<file path="src/rtl/widths_pkg.sv">
// Shared types for the byte-width serializer slice.
//   byte_t        : one byte lane
//   word_t        : a split 16-bit word as {high, low}
//   byte_phase_e  : which byte of the head word is on the output
//   pick_byte()   : maps phase + HIGH_FIRST onto a byte lane of a word
package widths_pkg;

  typedef logic [7:0] byte_t;

  typedef struct packed {
    byte_t high;
    byte_t low;
  } word_t;

  typedef enum logic {PH_FIRST, PH_SECOND} byte_phase_e;

  localparam int BYTES_PER_WORD = 2;

  // The first beat carries low unless high_first; the second beat carries
  // the other lane, so the choice is simply second XOR high_first.
  function automatic byte_t pick_byte(input word_t w, input logic second,
                                      input logic high_first);
    return (second ^ high_first) ? w.high : w.low;
  endfunction

endpackage

</file>
<file path="src/rtl/widths_word_fifo.sv">
// Word FIFO with registered storage and no fall-through.
//   clk, rst_n : clock, asynchronous active-low reset
//   flush_i    : synchronous clear of pointers and occupancy
//   push_i     : write wdata_i (ignored when full or flushing)
//   wdata_i    : word to store
//   pop_i      : drop the head entry (ignored when empty or flushing)
//   rdata_o    : head entry, read from storage registers
//   full_o     : occupancy == DEPTH
//   empty_o    : occupancy == 0
//   fill_o     : occupancy
module widths_word_fifo
  import widths_pkg::*;
#(
  parameter int  DEPTH  = 4,
  parameter type data_t = word_t
) (
  input  logic                     clk,
  input  logic                     rst_n,
  input  logic                     flush_i,
  input  logic                     push_i,
  input  data_t                    wdata_i,
  input  logic                     pop_i,
  output data_t                    rdata_o,
  output logic                     full_o,
  output logic                     empty_o,
  output logic [$clog2(DEPTH):0]   fill_o
);

  localparam int PW = $clog2(DEPTH);
  localparam logic [PW:0] DEPTH_C = DEPTH[PW:0];

  logic [PW-1:0] wr_ptr_q, rd_ptr_q;
  logic [PW:0]   count_q;
  data_t         mem_q [DEPTH];

  logic push_ok, pop_ok;

  assign full_o  = (count_q == DEPTH_C);
  assign empty_o = (count_q == '0);
  assign fill_o  = count_q;
  assign rdata_o = mem_q[rd_ptr_q];

  // A full FIFO refuses a push even when a pop happens in the same cycle,
  // which keeps full_o (and so in_ready upstream) free of any pop path.
  assign push_ok = push_i && !full_o;
  assign pop_ok  = pop_i && !empty_o;

  // DEPTH is a power of two, so the pointers wrap by plain overflow.
  always_ff @(posedge clk or negedge rst_n) begin
    if (!rst_n) begin
      wr_ptr_q <= '0;
      rd_ptr_q <= '0;
      count_q  <= '0;
    end else if (flush_i) begin
      wr_ptr_q <= '0;
      rd_ptr_q <= '0;
      count_q  <= '0;
    end else begin
      if (push_ok) wr_ptr_q <= wr_ptr_q + 1'b1;
      if (pop_ok)  rd_ptr_q <= rd_ptr_q + 1'b1;
      case ({push_ok, pop_ok})
        2'b10:   count_q <= count_q + 1'b1;
        2'b01:   count_q <= count_q - 1'b1;
        default: count_q <= count_q;
      endcase
    end
  end

  // Storage is not reset; entries are only visible once counted in.
  always_ff @(posedge clk) begin
    if (push_ok && !flush_i) mem_q[wr_ptr_q] <= wdata_i;
  end

endmodule

</file>
<file path="src/rtl/widths_byte_serializer.sv">
// Serializes split 16-bit words into a byte stream, two beats per word.
//   clk, rst_n           : clock, asynchronous active-low reset
//   flush                : synchronous drop of buffered words and byte phase
//   in_valid/in_ready    : word handshake; in_low/in_high sampled on push
//   out_valid/out_ready  : byte handshake; out_data is the current byte,
//                          out_last marks the second byte of a word
//   word_cnt             : words fully emitted, wraps modulo 2^CNT_W
//   fill                 : words buffered
// Handshakes: a beat transfers on a cycle where valid && ready are both high
// at the rising edge; valid is never a function of ready on either side.
module widths_byte_serializer
  import widths_pkg::*;
#(
  parameter int DEPTH      = 4,
  parameter bit HIGH_FIRST = 1'b0,
  parameter int CNT_W      = 16
) (
  input  logic                   clk,
  input  logic                   rst_n,
  input  logic                   flush,
  input  logic                   in_valid,
  output logic                   in_ready,
  input  logic [7:0]             in_low,
  input  logic [7:0]             in_high,
  output logic                   out_valid,
  input  logic                   out_ready,
  output logic [7:0]             out_data,
  output logic                   out_last,
  output logic [CNT_W-1:0]       word_cnt,
  output logic [$clog2(DEPTH):0] fill
);

  logic        fifo_full, fifo_empty;
  word_t       head, wdata;
  byte_phase_e phase_q;
  logic [CNT_W-1:0] word_cnt_q;
  logic        byte_hs, word_done;

  assign wdata = '{high: in_high, low: in_low};

  widths_word_fifo #(
    .DEPTH  (DEPTH),
    .data_t (word_t)
  ) u_fifo (
    .clk     (clk),
    .rst_n   (rst_n),
    .flush_i (flush),
    .push_i  (in_valid),
    .wdata_i (wdata),
    .pop_i   (word_done),
    .rdata_o (head),
    .full_o  (fifo_full),
    .empty_o (fifo_empty),
    .fill_o  (fill)
  );

  // Both sides derive from the FIFO occupancy register only.
  assign in_ready  = !fifo_full;
  assign out_valid = !fifo_empty;

  assign byte_hs   = out_valid && out_ready;
  assign word_done = byte_hs && (phase_q == PH_SECOND);

  // Phase FSM and emitted-word counter. A flush wins over any handshake in
  // the same cycle, so a half-sent word is never counted.
  always_ff @(posedge clk or negedge rst_n) begin
    if (!rst_n) begin
      phase_q    <= PH_FIRST;
      word_cnt_q <= '0;
    end else if (flush) begin
      phase_q    <= PH_FIRST;
    end else if (byte_hs) begin
      if (phase_q == PH_FIRST) begin
        phase_q <= PH_SECOND;
      end else begin
        phase_q    <= PH_FIRST;
        word_cnt_q <= word_cnt_q + 1'b1;
      end
    end
  end

  // Head and phase only change on a handshake, so these hold under stall.
  assign out_data = out_valid ? pick_byte(head, phase_q == PH_SECOND, HIGH_FIRST)
                              : 8'h00;
  assign out_last = (phase_q == PH_SECOND);
  assign word_cnt = word_cnt_q;

endmodule

</file>
<file path="config.mk">
export PLATFORM = sky130hd
export DESIGN_NAME = widths_byte_serializer
export DESIGN_NICKNAME = d
export VERILOG_FILES = /design/src/rtl/widths_pkg.sv /design/src/rtl/widths_word_fifo.sv /design/src/rtl/widths_byte_serializer.sv
export SDC_FILE = /design/constraint.sdc
export NUM_CORES = 1
export LEC_CHECK = 0
export BUFFER_PORTS_ARGS = -buffer_cell sky130_fd_sc_hd__buf_4
export CORE_MARGIN = 2
export CORE_UTILIZATION = 51
export DETAILED_ROUTE_END_ITERATION = 6
export HOLD_SLACK_MARGIN = 0.15
export MAX_ROUTING_LAYER = met4
export PLACE_DENSITY = 0.86
export SLEW_MARGIN = 10
export SYNTH_ARGS = -nofsm -noshare
export SYNTH_HDL_FRONTEND = slang
export SYNTH_HIERARCHICAL = 1
export SYNTH_SLANG_ARGS = --single-unit
export TNS_END_PERCENT = 5
</file>
<file path="constraint.sdc">
create_clock -name clk -period 2.7 [get_ports clk]
set_input_delay 0.405 -clock clk [delete_from_list [all_inputs] [get_ports clk]]
set_output_delay 0.405 -clock clk [all_outputs]
set_load 0.05 [all_outputs]
</file>
# Yosys cells after proc, flatten, opt, wreduce, memory -nomap -nowiden
# Memories as Yosys holds them, arrays and structs flattened.
# Cells that the tools add are included.
# op_classes
addsub,5
n_mul,0
div,0
n_lt_le_gt_ge,0
n_eq_ne,3
shifts,0
n_mux,13
bitwise_logic,1
n_reduce_logical,14
# op_table
operator,count
"16-bit by 1-bit adder with 16-bit output, second input constant",1
8-bit two-way mux,2
2-bit two-way mux,4
3-bit case mux with 2 select lines,1
2-bit nonzero test,3
1-bit logical AND,5
1-bit two-way mux,5
"2-bit by 1-bit adder with 2-bit output, second input constant",2
"3-bit by 1-bit adder with 3-bit output, second input constant",1
"3-bit == test, second input constant",1
1-bit zero test,3
3-bit zero test,1
3-bit two-way mux,1
3-bit AND reduction,1
3-bit nonzero test,1
"3-bit by 1-bit subtractor with 3-bit output, second input constant",1
"2-bit by 1-bit == test with 1-bit output, second input constant",1
"2-bit == test, second input constant",1
1-bit inverter,1
# word_totals
regBits,24
latch_bits,0
mem_bits_rw,64
rom_bits,0
inputBits,21
output_inout_bits,30
word_cells,42
mem_count,1
# mem_list
memory,words,word_bits,rd,rd_ports_with_merged_regs,wr,line_no,rtl
u_fifo.mem_q,4,16,1,0,1,widths_word_fifo.sv:34,data_t mem_q [DEPTH];

# Longest topological paths before layout
# Gate-level depths: netlist of run 1.
# logic_depth
word_depth,8
mapped_depth,13
depth_no_buf,10

# Modules after synthesis
# The synthesis of run 1 kept the hierarchy.
# by_module_without_submodules
module,instances,cells_each,area_per_inst_um2,seq_area_each_um2
widths_word_fifo,1,148,2859.0,2097.0
widths_byte_serializer,1,83,887.1,425.4

# Least setup slack after synthesis of run 1
# OpenSTA, ideal clock, no wires.
# synth_timing
kind,register -> register
startpoint,register u_fifo.count_q[0] (netlist: u_fifo/fill_o[0])
endpoint,register u_fifo.count_q[1] (netlist: u_fifo/fill_o[1])
setup_ns,0.094
t_arrival_ns,2.915
t_required_ns,2.606
slack_ns,-0.309
path_stages_with_launch,14
n_path_buf,3
synth_period_minus_slack_ns,3.009
cell_sequence,dfrtp_1 buf_6 nor3_1 clkbuf_1 nor2b_1 and2_1 buf_2 o21ai_1 a21oi_1 fa_1 inv_1 a311oi_1 a21oi_1 a211oi_1
# synth_between
elab_chain_len,8
# synth_lines
element,line_no,rtl
start: declaration,widths_word_fifo.sv:33,logic [PW:0] count_q;
start signal: assignment,widths_word_fifo.sv:62,2'b10: count_q <= count_q + 1'b1;
start signal: assignment,widths_word_fifo.sv:63,2'b01: count_q <= count_q - 1'b1;
start signal: assignment,widths_word_fifo.sv:64,default: count_q <= count_q;
3-bit zero test (*),widths_word_fifo.sv:39,assign empty_o = (count_q == '0);
via fifo_empty,widths_byte_serializer.sv:33,"logic fifo_full, fifo_empty;"
1-bit zero test (*),widths_byte_serializer.sv:59,assign out_valid = !fifo_empty;
1-bit logical AND (*),widths_byte_serializer.sv:61,assign byte_hs = out_valid && out_ready;
1-bit logical AND (*),widths_byte_serializer.sv:62,assign word_done = byte_hs && (phase_q == PH_SECOND);
via word_done,widths_byte_serializer.sv:37,"logic byte_hs, word_done;"
1-bit logical AND (*),widths_word_fifo.sv:46,assign pop_ok = pop_i && !empty_o;
2-bit by 1-bit == test with 1-bit output or 2-bit == test (tied branches),widths_word_fifo.sv:61,"case ({push_ok, pop_ok})"
3-bit case mux with 2 select lines,widths_word_fifo.sv:61,
3-bit two-way mux,widths_word_fifo.sv:54,end else if (flush_i) begin
# Mark *: on every way through the listed nets, which the timed path passes. The rest lies on a longest branch.
# A chain may end at the register's enable or synchronous reset.

# Final worst setup path of run 1
# Ends and elaborated chain as after synthesis.

==> results.py, run 1 <==
metrics = {
    "status": {
        "status": "finished, final reports clean",
    },
    "cts": {
        "cts.repair.resized": 0,
        "cts_tree": "yes",
        "clk_pin_slew_ns": 0.09,
        "post_cts_buffers": 0,
        "clock_latency_ns": 0.34,
        "root_buffer": "clkbuf_8",
        "tritoncts_num_sinks": 88,
        "htree_num_levels": 3,
        "cts_buffer_depth": 2,
        "ctsHoldBuffers": 1,
        "cts_made_buffers": 9,
    },
    "cells_and_area": {
        "fin_nets": 317,
        "stdcell_area_sq_mm": 0.00448,
        "drive_gt1_frac": 0.332,
        "layout_common_cells": "edfxtp_1 (64), buf_4 (60), dfrtp_1 (22)",
        "syn2layout_area_growth_pct": 19.7,
        "final_common_cell": "edfxtp_1",
        "n_antenna_cell": 0,
    },
    "setup_path": {
        "critPathMaxFanout": 12,
        "start_kind": "register",
        "worstPathRequired_ns": 2.93,
        "cp-end-kind": "register",
        "reg2reg_slack_ns": 0.21,
        "worstPathArrival_ns": 2.72,
        "crit_type": "register to register",
    },
    "logic_synthesis": {
        "synthDistinctLibCells": 39,
        "avgSynthCellArea_sq_um": 16.2,
        "synthesis.area_sq_mm": 0.00375,
        "synth_seq_cells": 88,
        "syn_nets": 258,
        "seq_area_frac_synth": 0.673,
        "ys_warn_count": 6,
        "synth_cells": 231,
    },
    "detailed_routing": {
        "drt_wl_total_mm": 6.82,
        "wl_met3_um": 228,
        "met1_length_mm": 2.77,
        "vias": 2105,
        "drtPass1Iterations": 4,
        "vias_per_cell": 5.34,
        "drc": 0,
        "ant_nets": 0,
        "routed-wl-met2_mm": 3.72,
        "routedWlPerCell_um": 17.3,
        "drt_first_iter_violations": 152,
        "highest_layer": "met4",
    },
    "global_routing": {
        "grt_pass1_vias": 2184,
        "grt_max_degree": 25,
        "antenna_found_initial": 0,
        "grt_usage": 0.181,
        "overflow": 0,
        "grt_pass1_wl_mm": 11.0,
    },
    "timing": {
        "rsz0062_at_grt": "false",
        "tightest_slew_ns": 0.354,
        "finalSetupViolCount": 0,
        "hold_slack_ns": 0.257,
        "fin_ws_ns": 0.212,
        "fin_tns_setup_ns": 0,
        "fin_skew_ns": 0.00729,
        "hold_viol": 0,
        "relSlewSlack": 0.763,
        "fin_crit_sh": 0.921,
        "fmax_mhz": 402,
        "slew_viol_final": 0,
        "fin_crit_ns": 2.49,
    },
    "pwr": {
        "p_leak_nw": 1.71,
        "vdd_drop_max_mv": 0.316,
        "p_per_area_mw_per_mm2": 643,
        "power_w": 0.00288,
    },
    "flow_run": {
        "max_cap_violations": 0,
    },
    "floorplanning": {
        "fp.dieW_um": 89.7,
        "pin_count": 51,
        "die_h_um": 89.7,
        "row_count": 31,
        "start_util": 0.522,
        "coreArea_sq_mm": 0.00718,
        "die_area_sq_mm": 0.00805,
    },
    "placed_design": {
        "place_hpwl_mm": 4.47,
        "post_dp_cell_area_sq_mm": 0.00425,
        "io_buffers": 50,
        "gp_congestion": 0.798,
        "pre_cts_slack_ns": 0.348,
    },
    "min_path": {
        "min_path_type": "input pin to register",
    },
}
-- Yosys cell counts (all sizes together) --
cell	n	area, sq um
buf	11	75.1
nor2	15	56.3
a311oi	1	8.76
and4	2	17.5
xor2	4	35.0
a22oi	1	7.51
a211oi	2	15.0
inv	6	22.5
nor3	2	10.0
nand3b	1	7.51
a21o	1	7.51
edfxtp	64	1920
mux2i	9	90.1
nor3b	1	7.51
xnor2	15	131
dfrtp	24	601
o21ai	5	25.0
nand4	6	37.5
and2	9	56.3
nand3	4	20.0
nor2b	1	6.26
ha	5	62.6
and3	3	18.8
nand2	8	30.0
and4bb	1	12.5
mux4	16	360
a221oi	1	8.76
clkbuf	2	7.51
fa	1	20.0
or2	1	6.26
a22o	1	8.76
a21oi	3	15.0
nand2b	3	18.8
mux2	1	11.3
o22ai	1	6.26
-- routing by layer --
layer,GRT usage,up-vias
met5,-,-
met4,0.0782,0
met3,0.0344,8
met2,0.317,50
met1,0.206,1067
li1,-,980
-- where the power goes --
part	internal, W	switching [W]
Clock	0.000532	0.000466
Combinational	0.000128	0.000226
Sequential	0.00150	0.0000305
-- path summary, 6_finish.rpt --
path	start	to	cells after the start
max reg2reg	u_fifo/fill_o[0]$_DFFE_PN0P_	u_fifo/fill_o[1]$_DFFE_PN0P_	10
min	in_low[7]	u_fifo/mem_q[2][7]$_DFFE_PP_	1
max	u_fifo/fill_o[0]$_DFFE_PN0P_	u_fifo/fill_o[1]$_DFFE_PN0P_	10
min reg2reg	word_cnt[15]$_DFFE_PN0P_	word_cnt[15]$_DFFE_PN0P_	1
min in group asynchronous	rst_n	word_cnt[10]$_DFFE_PN0P_	2
max in group asynchronous	rst_n	u_fifo/fill_o[0]$_DFFE_PN0P_	2
-- kinds of logic (layout without fill, tap and decap cells) --
kind of cell	after synthesis	in the layout	synth area share
AND/OR/NAND/NOR	57	57	0.0815
multiplexers	26	26	0.123
adder cells (fa/ha/maj)	6	6	0.0220
buffers and inverters	19	83	0.0281
AO/OA/AOI/OAI	16	16	0.0274
XOR/XNOR	19	19	0.0444
flip-flops	88	88	0.673
-- flip-flops by register name, indices dropped and copies added, names as in the netlist --
register	count
u_fifo/wr_ptr_q	2
u_fifo/fill_o	3
word_cnt	16
u_fifo/mem_q	64
out_last	1
u_fifo/rd_ptr_q	2
-- worst max-delay path, stage by stage (launching register included) --
cell	delay, ns
dfrtp_2	0.49
nor3_2	0.23
nor2b_1	0.10
and2_1	0.19
o21ai_2	0.08
a21oi_1	0.07
fa_1	0.49
inv_1	0.05
a311oi_1	0.27
a21oi_1	0.12
a211oi_1	0.28
-- through the flow --
step | util | std cells
after floorplan | - | 231
after global placement | 0.592 | 377
after detailed placement | 0.592 | 377
after CTS | 0.625 | 394
after global routing | 0.625 | 394
final | 0.625 | 394
-- final cells by class --
cell class,count,area [sq um]
Clock buffer,9,124
Clock inverter,7,101
Fill cell,512,2690
Inverter,6,22.5
Multi-Input combinational cell,124,1130
Sequential cell,88,2520
Tap cell,99,124
Timing Repair Buffer,61,460
Power figures use the tool's default switching activity.
==> run 2: changes to the inputs <==
--- a/config.mk
+++ b/config.mk
@@ -5,13 +5,14 @@
 export SDC_FILE = /design/constraint.sdc
 export NUM_CORES = 1
 export LEC_CHECK = 0
+export ABC_AREA = 1
 export BUFFER_PORTS_ARGS = -buffer_cell sky130_fd_sc_hd__buf_4
 export CORE_MARGIN = 2
-export CORE_UTILIZATION = 51
+export CORE_UTILIZATION = 52
 export DETAILED_ROUTE_END_ITERATION = 6
 export HOLD_SLACK_MARGIN = 0.15
 export MAX_ROUTING_LAYER = met4
-export PLACE_DENSITY = 0.86
+export PLACE_DENSITY = 0.87
 export SLEW_MARGIN = 10
 export SYNTH_ARGS = -nofsm -noshare
 export SYNTH_HDL_FRONTEND = slang
==> run 2 against run 1 <==
  * Fmax is 3.1% higher
  * Worst setup slack better by 0.075 ns
  * Worst hold slack lost 0.0042 ns
  * Via count increased by 35%
  * Combinational power grew to 3.1 times the previous value
  * Die area grew 2.7%
==> results.py, run 2 <==
metrics = {
    "logic_synthesis": {
        "synthesis.area_sq_mm": 0.00393,
        "synth_area_leaders": "edfxtp_1 (49%), dfrtp_1 (15%), nor2_1 (6.6%)",
        "ys_warn_count": 6,
        "synth_top_family_by_area": "simple AND/OR/NAND/NOR gates",
        "syn_nets": 399,
        "muxShareOfSynthArea": 0,
        "seq_area_frac_synth": 0.642,
        "synth_compound_area_frac": 0.0876,
        "synth_seq_cells": 88,
        "synthDistinctLibCells": 28,
        "synth_ff_type": "edfxtp_1",
        "synth_common_cells": "nor2_1 (69), edfxtp_1 (64), nand2_1 (56)",
        "yosys.area.top_type": "edfxtp_1",
        "synthAdderAreaFrac": 0.0210,
        "async_reset_ff_frac": 0.273,
        "avgSynthCellArea_sq_um": 10.6,
        "synth_top_cell_area_share": 0.489,
        "synth_xor_area_frac": 0.0201,
        "synth_cells": 372,
        "synth_edf_count": 64,
        "yosys.area_share.simple": 0.178,
        "yosysMostFrequentCell": "nor2_1",
    },
    "floorplanning": {
        "die_area_sq_mm": 0.00826,
        "row_count": 31,
        "coreArea_sq_mm": 0.00729,
        "pin_count": 51,
        "fp.dieW_um": 90.9,
        "die_h_um": 90.9,
        "start_util": 0.539,
    },
    "global_routing": {
        "grt_max_degree": 34,
        "grt_usage": 0.198,
        "grt_pass1_vias": 2720,
        "overflow": 0,
        "grt_pass1_wl_mm": 12.1,
        "antenna_found_initial": 0,
    },
    "timing": {
        "finalSetupViolCount": 0,
        "fin_crit_sh": 0.894,
        "rsz0062_at_grt": "false",
        "relSlewSlack": 0.658,
        "fin_crit_ns": 2.41,
        "fin_skew_ns": 0.00915,
        "fin_tns_setup_ns": 0,
        "slew_viol_final": 0,
        "fmax_mhz": 414,
        "hold_viol": 0,
        "tightest_slew_ns": 0.512,
    },
    "setup_path": {
        "max_stage_delay_ns": 0.39,
        "crit_type": "register to output port",
        "worstPathArrival_ns": 2.01,
        "crit_path_top_delay_cell": "inv_1",
        "path_cells": "inv_1 -> o21ai_0 -> o22ai_1 -> nor2_1 -> nor2_1 -> buf_4",
        "critPathMaxFanout": 17,
        "start_kind": "register",
        "cp-end-kind": "output port",
        "worstPathRequired_ns": 2.30,
        "crit_path_frequent_cell": "nor2_1",
    },
    "pwr": {
        "combPwrFrac": 0.312,
        "vdd_drop_max_mv": 0.386,
        "switchingPower_w": 0.00133,
        "clkPwrFrac": 0.222,
        "p_int_w": 0.00219,
        "p_per_area_mw_per_mm2": 768,
        "pwr-share-seq": 0.466,
        "p_leak_nw": 1.87,
        "power_switching_share": 0.377,
    },
    "detailed_routing": {
        "drt_wl_total_mm": 7.65,
        "drtPass1Iterations": 5,
        "routedWlPerCell_um": 14.3,
        "vias_per_cell": 5.32,
        "ant_nets": 0,
        "drc": 0,
        "drt_first_iter_violations": 236,
        "vias": 2837,
    },
    "cts": {
        "clk_pin_slew_ns": 0.08,
        "cts_tree": "yes",
        "post_cts_buffers": 0,
        "cts_buffer_depth": 2,
        "tritoncts_num_sinks": 88,
        "ctsHoldBuffers": 1,
        "cts.repair.resized": 0,
        "root_buffer": "clkbuf_8",
        "cts_made_buffers": 9,
        "clock_latency_ns": 0.35,
        "htree_num_levels": 3,
    },
    "cells_and_area": {
        "final_common_cell": "nor2_1",
        "layout_common_cells": "nor2_1 (69), edfxtp_1 (64), buf_4 (57)",
        "multiInputGateArea_sq_mm": 0.00120,
        "post-route-util": 0.629,
        "largest_register_ffs": 64,
        "top_register": "u_fifo/mem_q",
        "fill_cells": 548,
        "fin_nets": 456,
        "syn2layout_area_growth_pct": 16.8,
        "drive_gt1_frac": 0.212,
        "final-seq-area_sq_mm": 0.00252,
        "n_antenna_cell": 0,
    },
    "status": {
        "status": "finished, final reports clean",
    },
    "placed_design": {
        "place_hpwl_mm": 5.08,
        "gp_congestion": 0.871,
        "io_buffers": 50,
    },
    "min_path": {
        "min_path_type": "input pin to register",
    },
    "flow_run": {
        "max_cap_violations": 0,
    },
}
==> run 2: changes by cell type after synthesis, sizes merged, moves of 11 or more <==
cell,change
o22ai,+15
nand2,+54
nor2,+60
inv,+28
nand3,+11
mux4,-16
o21ai,+40
==> run 2: metrics by stage <==
step	hold slack, ns	cells	setup WS (ns)	area (sq um)	power [W]
after CTS	0.231	533	0.263	4590	0.00354
after global placement	0.321	516	0.526	4410	0.00274
after floorplan	0.109	372	0.232	3930	0.00242
after global routing	0.237	533	0.139	4590	0.00367
final	0.253	533	0.287	4590	0.00352
after detailed placement	0.325	516	0.381	4410	0.00277
==> run 2: path summary, 6_finish.rpt <==
kind,startpoint,to,slack [ns],depth (start not counted)
worst max-delay path,u_fifo/rd_ptr_q[1]$_DFFE_PN0P_,out_data[1],0.29,6
worst min-delay path,in_high[4],u_fifo/mem_q[0][12]$_DFFE_PP_,0.25,1
worst max register to register,u_fifo/fill_o[0]$_DFFE_PN0P_,u_fifo/fill_o[2]$_DFFE_PN0P_,0.37,15
worst min register to register,word_cnt[15]$_DFFE_PN0P_,word_cnt[15]$_DFFE_PN0P_,0.51,2
max in group asynchronous,rst_n,u_fifo/fill_o[0]$_DFFE_PN0P_,1.96,2
min in group asynchronous,rst_n,word_cnt[6]$_DFFE_PN0P_,0.48,2
==> run 2: area by class of cell <==
cell class / instances / area share
Clock buffer: 10 / 0.0278
Multi-Input combinational cell: 238 / 0.262
Clock inverter: 6 / 0.00928
Tap cell: 99 / 0.0270
Sequential cell: 88 / 0.550
Timing Repair Buffer: 58 / 0.0955
Inverter: 34 / 0.0278
==> run 2: logic make-up (layout without fill, tap and decap cells) <==
kind of cell | after synthesis | count (layout)
adders and majority gates | 6 | 6
AOI/OAI and AO/OA | 64 | 64
xor gates and xnor gates | 9 | 9
buffers and inverters | 46 | 108
and+or+nand+nor | 159 | 159
DFF | 88 | 88
==> run 2: per-layer routing <==
metal	up-vias	GRT usage	wire length, um
met5	-	-	0
met4	0	0.133	243
met3	19	0.0476	564
met2	117	0.326	3900
met1	1331	0.213	2950
li1	1370	-	-
==> run 2: worst max-delay path: cells and delay by family (launching register included) <==
kind / cells / cell delay (ns)
buf+inv: 2 / 0.61
simple gates: 2 / 0.23
flops: 1 / 0.38
compound gates: 2 / 0.43
==> run 2: power by group through the flow <==
stage                     clock, W  sequential [W]  combinational (W)
after floorplan                  0         0.00179           0.000638
after global placement           0         0.00166            0.00107
after detailed placement         0         0.00167            0.00110
after CTS                 0.000800         0.00164            0.00110
after global routing      0.000839         0.00165            0.00118
final                     0.000782         0.00164            0.00110
==> run 3: changes to the inputs <==
--- a/config.mk
+++ b/config.mk
@@ -7,7 +7,7 @@
 export LEC_CHECK = 0
 export ABC_AREA = 1
 export BUFFER_PORTS_ARGS = -buffer_cell sky130_fd_sc_hd__buf_4
-export CORE_MARGIN = 2
+export CORE_MARGIN = 5
 export CORE_UTILIZATION = 52
 export DETAILED_ROUTE_END_ITERATION = 6
 export HOLD_SLACK_MARGIN = 0.15
==> run 3 against run 2 <==
  * Sequential cell count stayed put
  * Via count decreased by 0.74%
  * Cell count rose by 0.19%
==> results.py, run 3 (synthesis results as in run 2) <==
metrics = {
    "status": {
        "status": "finished, final reports clean",
    },
    "floorplanning": {
        "row_count": 31,
        "pin_count": 51,
        "die_h_um": 96.9,
        "fp.dieW_um": 96.9,
        "coreArea_sq_mm": 0.00729,
        "die_area_sq_mm": 0.00939,
        "start_util": 0.539,
    },
    "placed_design": {
        "dp_cells": 517,
        "post_dp_cell_area_sq_mm": 0.00441,
        "gp_congestion": 0.854,
        "place_hpwl_mm": 5.37,
        "io_buffers": 50,
    },
    "timing": {
        "rsz0062_at_grt": "false",
        "tightest_slew_ns": 0.401,
        "relSlewSlack": 0.733,
        "fin_skew_ns": 0.0126,
        "slew_viol_final": 0,
        "hold_viol": 0,
        "fmax_mhz": 422,
        "fin_crit_ns": 2.37,
        "fin_crit_sh": 0.878,
        "fin_tns_setup_ns": 0,
        "finalSetupViolCount": 0,
    },
    "detailed_routing": {
        "drtPass1Iterations": 4,
        "vias": 2816,
        "drc": 0,
        "routedWlPerCell_um": 15.1,
        "drt_wl_total_mm": 8.08,
        "ant_nets": 0,
        "drt_first_iter_violations": 275,
        "vias_per_cell": 5.27,
    },
    "cells_and_area": {
        "largest_register_ffs": 64,
        "syn2layout_area_growth_pct": 16.9,
        "top_register": "u_fifo/mem_q",
        "layout_common_cells": "nor2_1 (69), edfxtp_1 (64), buf_4 (58)",
        "n_antenna_cell": 0,
        "stdcell_count": 534,
        "stdcell_area_sq_mm": 0.00459,
        "final_common_cell": "nor2_1",
        "fin_nets": 457,
        "fill_cells": 559,
        "drive_gt1_frac": 0.214,
    },
    "cts": {
        "cts_made_buffers": 9,
        "root_buffer": "clkbuf_8",
        "cts.repair.resized": 0,
        "clk_pin_slew_ns": 0.09,
        "cts_tree": "yes",
        "cts_buffer_depth": 2,
        "tritoncts_num_sinks": 88,
        "htree_num_levels": 3,
        "post_cts_buffers": 0,
        "clock_latency_ns": 0.36,
    },
    "global_routing": {
        "grt_pass1_wl_mm": 13.1,
        "grt_max_degree": 35,
        "grt_usage": 0.179,
        "overflow": 0,
        "antenna_found_initial": 0,
        "grt_pass1_vias": 2755,
    },
    "pwr": {
        "power_w": 0.00354,
        "p_leak_nw": 1.88,
        "p_per_area_mw_per_mm2": 770,
        "vdd_drop_max_mv": 0.381,
    },
    "min_path": {
        "min_from": "in_high[0]",
        "min_path_type": "input pin to register",
    },
    "setup_path": {
        "worstPathRequired_ns": 2.30,
        "crit_type": "register to output port",
        "start_kind": "register",
        "cp-end-kind": "output port",
        "worstPathArrival_ns": 1.96,
        "r2r-start": "u_fifo/fill_o[0]$_DFFE_PN0P_",
        "critPathMaxFanout": 11,
        "critPathLaunch": "u_fifo/rd_ptr_q[1]$_DFFE_PN0P_",
    },
    "flow_run": {
        "max_cap_violations": 0,
    },
}
==> run 3: report_power, final <==
group / internal, W / total [W] / switching (W)
Clock: 0.000337 / 0.000799 / 0.000461
Sequential: 0.00155 / 0.00164 / 0.0000871
Combinational: 0.000304 / 0.00110 / 0.000796
Total: 0.00219 / 0.00354 / 0.00134
==> run 3: final cells by class <==
cell class                      count  area, sq um  share of cell area
Clock buffer                       10          128              0.0278
Clock inverter                      6         42.5             0.00926
Inverter                           34          128              0.0278
Multi-Input combinational cell    238         1200               0.262
Sequential cell                    88         2520               0.549
Tap cell                           99          124              0.0270
Timing Repair Buffer               59          445              0.0970
==> run 3: timing repair <==
| item | CTS | global route |
|---|---|---|
| endpoints found under the hold margin | 24 | 0 |
| hold buffers | 1 | 0 |
| setup endpoints to repair | 0 | 0 |
==> run 3: worst max-delay path: stages, from the launching register on <==
cell and delay, ns:
dfrtp_1 0.39, inv_1 0.20, buf_4 0.24, o21ai_0 0.11, o22ai_1 0.16, o21ai_0 0.10, nor2_1 0.18, buf_4 0.23
==> run 3: per-layer routing <==
metal,up-vias,part of all wire,global-route usage
li1,1368,-,-
met1,1341,0.40,0.211
met2,93,0.52,0.303
met3,14,0.065,0.0338
met4,0,0.019,0.0756
met5,-,0,-
==> run 3: final timing paths <==
path / to / slack (ns) / depth (start not counted)
worst min-delay path: u_fifo/mem_q[1][8]$_DFFE_PP_ / 0.24 / 1
worst max register to register: u_fifo/fill_o[2]$_DFFE_PN0P_ / 0.41 / 16
worst min register to register: word_cnt[15]$_DFFE_PN0P_ / 0.51 / 2
max in group asynchronous: u_fifo/fill_o[0]$_DFFE_PN0P_ / 1.97 / 2
worst max-delay path: out_data[7] / 0.33 / 7
min in group asynchronous: word_cnt[13]$_DFFE_PN0P_ / 0.47 / 2
==> run 3: through the flow <==
step | worst slack, ns | hold slack (ns) | utilization
final | 0.330 | 0.241 | 0.630
after global routing | 0.193 | 0.218 | 0.630
after CTS | 0.359 | 0.229 | 0.630
after detailed placement | 0.433 | 0.331 | 0.605
after global placement | 0.528 | 0.321 | 0.605
after floorplan | 0.232 | 0.109 | -
